$ cat src/rtl/seg7_scan_ctrl.sv
// seg7_scan_ctrl: time-multiplexed common-anode 7-segment scanner with tear-free
// load handshake, per-digit decimal points, leading-zero blanking and 16-level PWM.
// Ports: clk/reset (async, active-high); value/dp_in/value_valid/value_ready load
// handshake; lz_blank, brightness controls; an/seg/dp active-low pins; frame_start
// pulse on display update. Optional SEG7_BLINK_EN adds blink_mask and BLINK_FRAMES.
module seg7_scan_ctrl #(
  parameter int NUM_DIGITS = 8,
  parameter int SUB_CYCLES = 7696
`ifdef SEG7_BLINK_EN
  , parameter int BLINK_FRAMES = 32
`endif
) (
  input  logic                    clk,
  input  logic                    reset,
  input  logic [4*NUM_DIGITS-1:0] value,
  input  logic                    value_valid,
  output logic                    value_ready,
  input  logic [NUM_DIGITS-1:0]   dp_in,
`ifdef SEG7_BLINK_EN
  input  logic [NUM_DIGITS-1:0]   blink_mask,
`endif
  input  logic                    lz_blank,
  input  logic [3:0]              brightness,
  output logic [NUM_DIGITS-1:0]   an,
  output logic [6:0]              seg,
  output logic                    dp,
  output logic                    frame_start
);
  localparam int IW = $clog2(NUM_DIGITS);
  localparam int SW = SUB_CYCLES > 1 ? $clog2(SUB_CYCLES) : 1;

  function automatic logic [6:0] f_decode(input logic [3:0] n);
    case (n)
      4'h0: f_decode = 7'b1000000;
      4'h1: f_decode = 7'b1111001;
      4'h2: f_decode = 7'b0100100;
      4'h3: f_decode = 7'b0110000;
      4'h4: f_decode = 7'b0011001;
      4'h5: f_decode = 7'b0010010;
      4'h6: f_decode = 7'b0000010;
      4'h7: f_decode = 7'b1111000;
      4'h8: f_decode = 7'b0000000;
      4'h9: f_decode = 7'b0010000;
      4'hA: f_decode = 7'b0001000;
      4'hB: f_decode = 7'b0000011;
      4'hC: f_decode = 7'b1000110;
      4'hD: f_decode = 7'b0100001;
      4'hE: f_decode = 7'b0000110;
      default: f_decode = 7'b0001110;
    endcase
  endfunction

  logic [SW-1:0]           r_sub_cnt;
  logic [3:0]              r_phase, r_bright_q;
  logic [IW-1:0]           r_idx;
  logic                    r_init, r_pend_full;
  logic [4*NUM_DIGITS-1:0] r_pend_val, r_disp;
  logic [NUM_DIGITS-1:0]   r_pend_dp, r_disp_dp, r_an, w_keep;
  logic [6:0]              r_seg;
  logic                    r_dp, r_frame_start;
  logic                    w_sub_tick, w_slot_end, w_frame_end, w_accept, w_load;
  logic                    w_blink, w_blank, w_lit;
  logic [3:0]              w_bright, w_nib;

  assign w_sub_tick  = r_sub_cnt == SW'(SUB_CYCLES - 1);
  assign w_slot_end  = w_sub_tick && r_phase == 4'd15;
  assign w_frame_end = w_slot_end && r_idx == IW'(NUM_DIGITS - 1);
  assign w_accept    = value_valid && !r_pend_full;
  assign w_load      = w_frame_end && r_pend_full;
  assign value_ready = !r_pend_full;
  // the first slot after reset has had no slot_end to latch brightness yet
  assign w_bright    = r_init ? brightness : r_bright_q;
  assign w_nib       = r_disp[4*r_idx +: 4];

  always_ff @(posedge clk or posedge reset)
    if (reset) begin
      r_sub_cnt  <= '0;
      r_phase    <= '0;
      r_idx      <= '0;
      r_init     <= 1'b1;
      r_bright_q <= '0;
    end else begin
      r_sub_cnt <= w_sub_tick ? '0 : r_sub_cnt + 1'b1;
      r_init    <= 1'b0;
      if (w_sub_tick) r_phase <= r_phase + 1'b1;
      if (w_slot_end) r_idx <= w_frame_end ? '0 : r_idx + 1'b1;
      if (r_init || w_slot_end) r_bright_q <= brightness;
    end

  always_ff @(posedge clk or posedge reset)
    if (reset) begin
      r_pend_full <= 1'b0;
      r_pend_val  <= '0;
      r_pend_dp   <= '0;
      r_disp      <= '0;
      r_disp_dp   <= '0;
    end else if (w_load) begin
      r_disp      <= r_pend_val;
      r_disp_dp   <= r_pend_dp;
      r_pend_full <= 1'b0;
    end else if (w_accept) begin
      r_pend_val  <= value;
      r_pend_dp   <= dp_in;
      r_pend_full <= 1'b1;
    end

`ifdef SEG7_BLINK_EN
  localparam int FW = BLINK_FRAMES > 1 ? $clog2(BLINK_FRAMES) : 1;
  logic [NUM_DIGITS-1:0] r_pend_blink, r_disp_blink;
  logic [FW-1:0]         r_fcnt;
  logic                  r_blink_phase;
  always_ff @(posedge clk or posedge reset)
    if (reset) begin
      r_pend_blink  <= '0;
      r_disp_blink  <= '0;
      r_fcnt        <= '0;
      r_blink_phase <= 1'b0;
    end else begin
      if (w_load) r_disp_blink <= r_pend_blink;
      else if (w_accept) r_pend_blink <= blink_mask;
      if (w_frame_end) begin
        r_fcnt <= r_fcnt == FW'(BLINK_FRAMES - 1) ? '0 : r_fcnt + 1'b1;
        if (r_fcnt == FW'(BLINK_FRAMES - 1)) r_blink_phase <= !r_blink_phase;
      end
    end
  assign w_blink = r_blink_phase && r_disp_blink[r_idx];
`else
  assign w_blink = 1'b0;
`endif

  // w_keep[i]: some nibble or dp at position i or above is significant
  always_comb begin
    logic v_acc;
    v_acc  = 1'b0;
    w_keep = '0;
    for (int i = NUM_DIGITS - 1; i >= 0; i--) begin
      v_acc     = v_acc | (|r_disp[4*i +: 4]) | r_disp_dp[i];
      w_keep[i] = v_acc;
    end
  end

  assign w_blank = (lz_blank && r_idx != '0 && !w_keep[r_idx]) || w_blink;
  assign w_lit   = r_phase <= w_bright && !w_blank;

  always_ff @(posedge clk or posedge reset)
    if (reset) begin
      r_an          <= '1;
      r_seg         <= 7'h7F;
      r_dp          <= 1'b1;
      r_frame_start <= 1'b0;
    end else begin
      r_an          <= w_lit ? ~(NUM_DIGITS'(1) << r_idx) : '1;
      r_seg         <= w_lit ? f_decode(w_nib) : 7'h7F;
      r_dp          <= w_lit ? ~r_disp_dp[r_idx] : 1'b1;
      r_frame_start <= w_frame_end;
    end

  assign an          = r_an;
  assign seg         = r_seg;
  assign dp          = r_dp;
  assign frame_start = r_frame_start;
endmodule

$ cat config.mk
export PLATFORM = sky130hd
export DESIGN_NAME = seg7_scan_ctrl
export DESIGN_NICKNAME = d
export VERILOG_FILES = /design/src/rtl/seg7_scan_ctrl.sv
export SDC_FILE = /design/constraint.sdc
export NUM_CORES = 1
export LEC_CHECK = 0
export CAP_MARGIN = 15
export CORE_MARGIN = 2
export CORE_UTILIZATION = 35
export CTS_BUF_LIST = sky130_fd_sc_hd__clkbuf_16
export CTS_CLUSTER_SIZE = 12
export DETAILED_ROUTE_END_ITERATION = 6
export GPL_TIMING_DRIVEN = 0
export PLACE_DENSITY = 0.61
export SYNTH_ARGS = -nofsm -noshare
export SYNTH_HDL_FRONTEND = slang
export SYNTH_SLANG_ARGS = --single-unit
export TNS_END_PERCENT = 1
$ cat constraint.sdc
create_clock -name clk -period 5.5 [get_ports clk]
set_clock_uncertainty 0.1 [all_clocks]
set_input_delay 1.1 -clock clk [delete_from_list [all_inputs] [get_ports clk]]
set_output_delay 1.1 -clock clk [all_outputs]
set_load 0.005 [all_outputs]
==> summary.md <==
| Metric | Value |
|---|---|
| Fin. Hold Viols | `0` |
| # setup viols final | `0` |
| FF-to-FF Start | `r_idx[2]$_DFFE_PP0P_` |
| Worst vdd rail ir drop | `218.5 uV` |
| H-tree Lvls | `4` |
| Routed wire per std cell | `16.09 um` |
| Vias in the first global route | `3706` |
| Ys Warns | `0` |
| Post-CTS sizing | `0` |
| Max-slew headroom | `0.4686` |
| Fraction of registers with async set/reset | `1.000` |
| Clk_lat worst skew | `between 400 and 500 ps` |
| First-pass GRT wire length | `roughly 19000 um` |
| Pre-CTS setup slack | `around 1700 ps` |
| CP max-delay cell | `mux2i_1` |
| Crit Path Max Fanout | `10` |
| Final Instance Area | `slightly above 7000 um^2` |
| Setup bufs post-CTS | `0` |
| Delay-heaviest family, CP | `buffers and inverters` |
| Total gr overflow | `0` |
| CP max stage delay | `600 ps` |
| Total Power | `2.157 mW` |
| Critical Path End | `seg[0]$_DFF_PP1_` |
| Hold_ws | `around 390 ps` |
| Critical path capture point type | `register` |
| Top cell type by total area after synthesis | `dfrtp_1` |
| Ant diodes | `0` |
| Mapped Cells | `around 400` |
| Crit-path cells | `clkbuf_1 -> buf_1 -> mux4_2 -> mux2i_1 -> inv_1 -> ha_1 -> or3_1 -> o221ai_1 -> nand3_1` |
| Data required time at the worst endpoint | `5720 ps` |
| Worst EP arrival | `about 3700 ps` |
| Via density | `4.913` |
| Gr usage total | `0.1434` |
| EDFF count, synth | `0` |
| Area contributors post-synth | `dfrtp_1 46%, mux2_4 10%, mux2_2 9.5%, dfstp_2 7.8%, ha_1 3.9%` |
| Total Wirelength | `11520 um` |
| Fin cells | `716` |
| Gpl congestion | `approximately 0.81` |
| Final Slew Violations | `0` |
| Largest net degree at the start of global routing | `97` |
| Initial core utilization | `0.3581` |
| Buf/Inv on CP | `3` |
| Cell count along the critical path | `9` |
| FF-to-FF End | `seg[0]$_DFF_PP1_` |
| Core area | `between 15000 and 20000 um^2` |
| RSZ-0062 raised after global routing | `false` |
| DP HPWL | `8390 um` |
| Die X | `between 100 and 150 um` |
| Least-Margin Pin Slew | `774.9 ps` |
| Inst Count DP | `684` |
| Port Buffers | `65` |
| Synth top area share | `0.4646` |
| Period utilization | `0.6368` |
| Ys flop type | `dfrtp_1` |
| Setup CP Type | `reg -> reg` |
| Min-delay worst type | `reg -> reg` |
| Power per cell area | `a little under 300 nW/um^2` |
| Layout cells sized above 1 | `0.3020` |
| Routed Antenna Nets | `0` |
| Final min period | `3502 ps` |
| Fin nets | `roughly 550` |
| Final WS setup | `1998 ps` |
| Max cap viols | `0` |
| R2r setup slk | `2000 ps` |
| Sequential Area | `3099 um^2` |
| Initial antenna violation count | `0` |
| Multi-input logic area | `2472 um^2` |
| Number of synthesized register bits | `123` |
| I/O Pins | `66` |
| Startpoint Class | `register` |
| Fill cells | `1415` |
| Status | `complete, no violations` |
| DP Area | `roughly 6700 um^2` |
| Yosys cell types | `48` |
| CTS hold repair buffers | `0` |
| Die area | `around 17000 um^2` |
| Fmax | `~290 MHz` |
| Lkg Pwr | `between 3 and 4 nW` |
| Setup crit start | `r_idx[2]$_DFFE_PP0P_` |
| CTS buffer count | `17` |
| DRC Markers | `0` |
| Area growth syn-to-layout | `26.65%` |
| Die Ht | `roughly 130 um` |
| Mapped Area | `5709 um^2` |
| Root Driver | `clkbuf_16` |
| Clock-pin slew on the worst setup and hold paths | `around 60 ps` |
| Sink Count | `123` |
| Register area share after synthesis | `0.5428` |
| DR iter-0 viols | `185` |
| Clock tree buffer depth | `2` |
| Mean Syn Cell Area | `14.20 um^2` |
| Post-Syn Nets | `between 400 and 500` |
| First-pass detailed-route iteration total | `5` |
| Vias | `~3.5k` |
| CTS tree | `yes` |
| FP Rows | `46` |
| R2r worst-path depth | `9` |
placed cells by master, fill, tap and decap left out, drive strengths merged, types with 7 or more instances in the layout:
| cell | Yosys | layout |
|---|---|---|
| dfrtp | 106 | 106 |
| mux2 | 87 | 87 |
| clkdlybuf4s50 | 0 | 65 |
| clkbuf | 12 | 29 |
| ha | 18 | 18 |
| dfstp | 17 | 17 |
| nand3 | 16 | 16 |
| nand2 | 16 | 16 |
| inv | 9 | 13 |
| nor2 | 11 | 11 |
| mux2i | 10 | 10 |
| mux4 | 10 | 10 |
| nand4 | 10 | 10 |
| xnor2 | 9 | 9 |
| buf | 7 | 8 |
| or4 | 7 | 7 |
| clkinv | 0 | 7 |
per-layer routing:
layer	vias to the layer above	track usage	share of wire
met3	9	0.05054	0.051
met1	1774	0.1852	0.46
met2	91	0.2248	0.48
li1	1644	-	-
met5	-	0	0
met4	0	0.04891	0.0099
state kept, by name, indices dropped and copies added (netlist names), 4 cells and up:
| signal | flops |
|---|---|
| r_pend_dp | 8 |
| r_disp | 32 |
| seg | 7 |
| r_disp_dp | 8 |
| r_phase | 4 |
| an | 8 |
| r_bright_q | 4 |
| r_pend_val | 32 |
| r_sub_cnt | 13 |
report_power, final:
part	total (mW)	internal [mW]	switching [mW]
Clock	1.07	0.694	0.372
Combinational	0.113	0.0722	0.0408
Sequential	0.978	0.953	0.0252
Total	2.16	1.72	0.438
layout make-up:
type | count | area share
Sequential cell | 123 | 0.4286
Multi-Input combinational cell | 251 | 0.3419
Timing Repair Buffer | 66 | 0.09379
Clock buffer | 17 | 0.05883
Tap cell | 216 | 0.03738
Clock inverter | 15 | 0.01973
Buffer | 19 | 0.01436
Inverter | 9 | 0.005364
metrics by stage:
step | TNS (ps) | utilization
after floorplan | 0 | -
after global placement | -52040 | 0.4159
after detailed placement | 0 | 0.4179
after CTS | 0 | 0.4535
after global routing | 0 | 0.4535
final | 0 | 0.4535
synthesized netlist by cell type (2+ instances only):
library cell	n
mux2i_1	10
mux2_4	39
buf_2	2
inv_1	8
ha_1	18
nand4_1	10
mux4_2	10
nand2_1	16
xnor2_1	9
o22a_1	2
nor3_1	6
or4_1	6
o211ai_1	2
nor4b_1	2
dfrtp_1	106
mux2_2	48
dfstp_2	17
nor4_1	5
nor2b_1	5
nor2_1	11
o21a_1	3
or3_1	2
nand2b_1	2
o21ai_0	4
xor2_1	6
clkbuf_1	12
a311oi_1	2
nand3_1	16
buf_6	4
kinds of logic after synthesis:
group	count (synthesis)	share of synthesized area
AOI/OAI and AO/OA	22	0.02805
xor gates and xnor gates	15	0.02301
adders and majority gates	18	0.03945
buffers and inverters	28	0.02410
DFF	123	0.5428
muxes	107	0.2542
other	1	0.0006568
and+or+nand+nor	88	0.08766
worst min path at each step:
stage	start	to	slack [ps]	cells after the start
6_report	r_sub_cnt[0]$_DFF_PP0_	r_sub_cnt[0]$_DFF_PP0_	390	1
5_1_grt	r_sub_cnt[0]$_DFF_PP0_	r_sub_cnt[0]$_DFF_PP0_	410	1
4_1_cts	r_sub_cnt[0]$_DFF_PP0_	r_sub_cnt[0]$_DFF_PP0_	390	1
3_5_place_dp	r_sub_cnt[0]$_DFF_PP0_	r_sub_cnt[0]$_DFF_PP0_	380	1
3_3_place_gp	r_sub_cnt[0]$_DFF_PP0_	r_sub_cnt[0]$_DFF_PP0_	360	1
2_1_floorplan	r_sub_cnt[0]$_DFF_PP0_	r_sub_cnt[0]$_DFF_PP0_	350	1
Power figures use the tool's default switching activity.
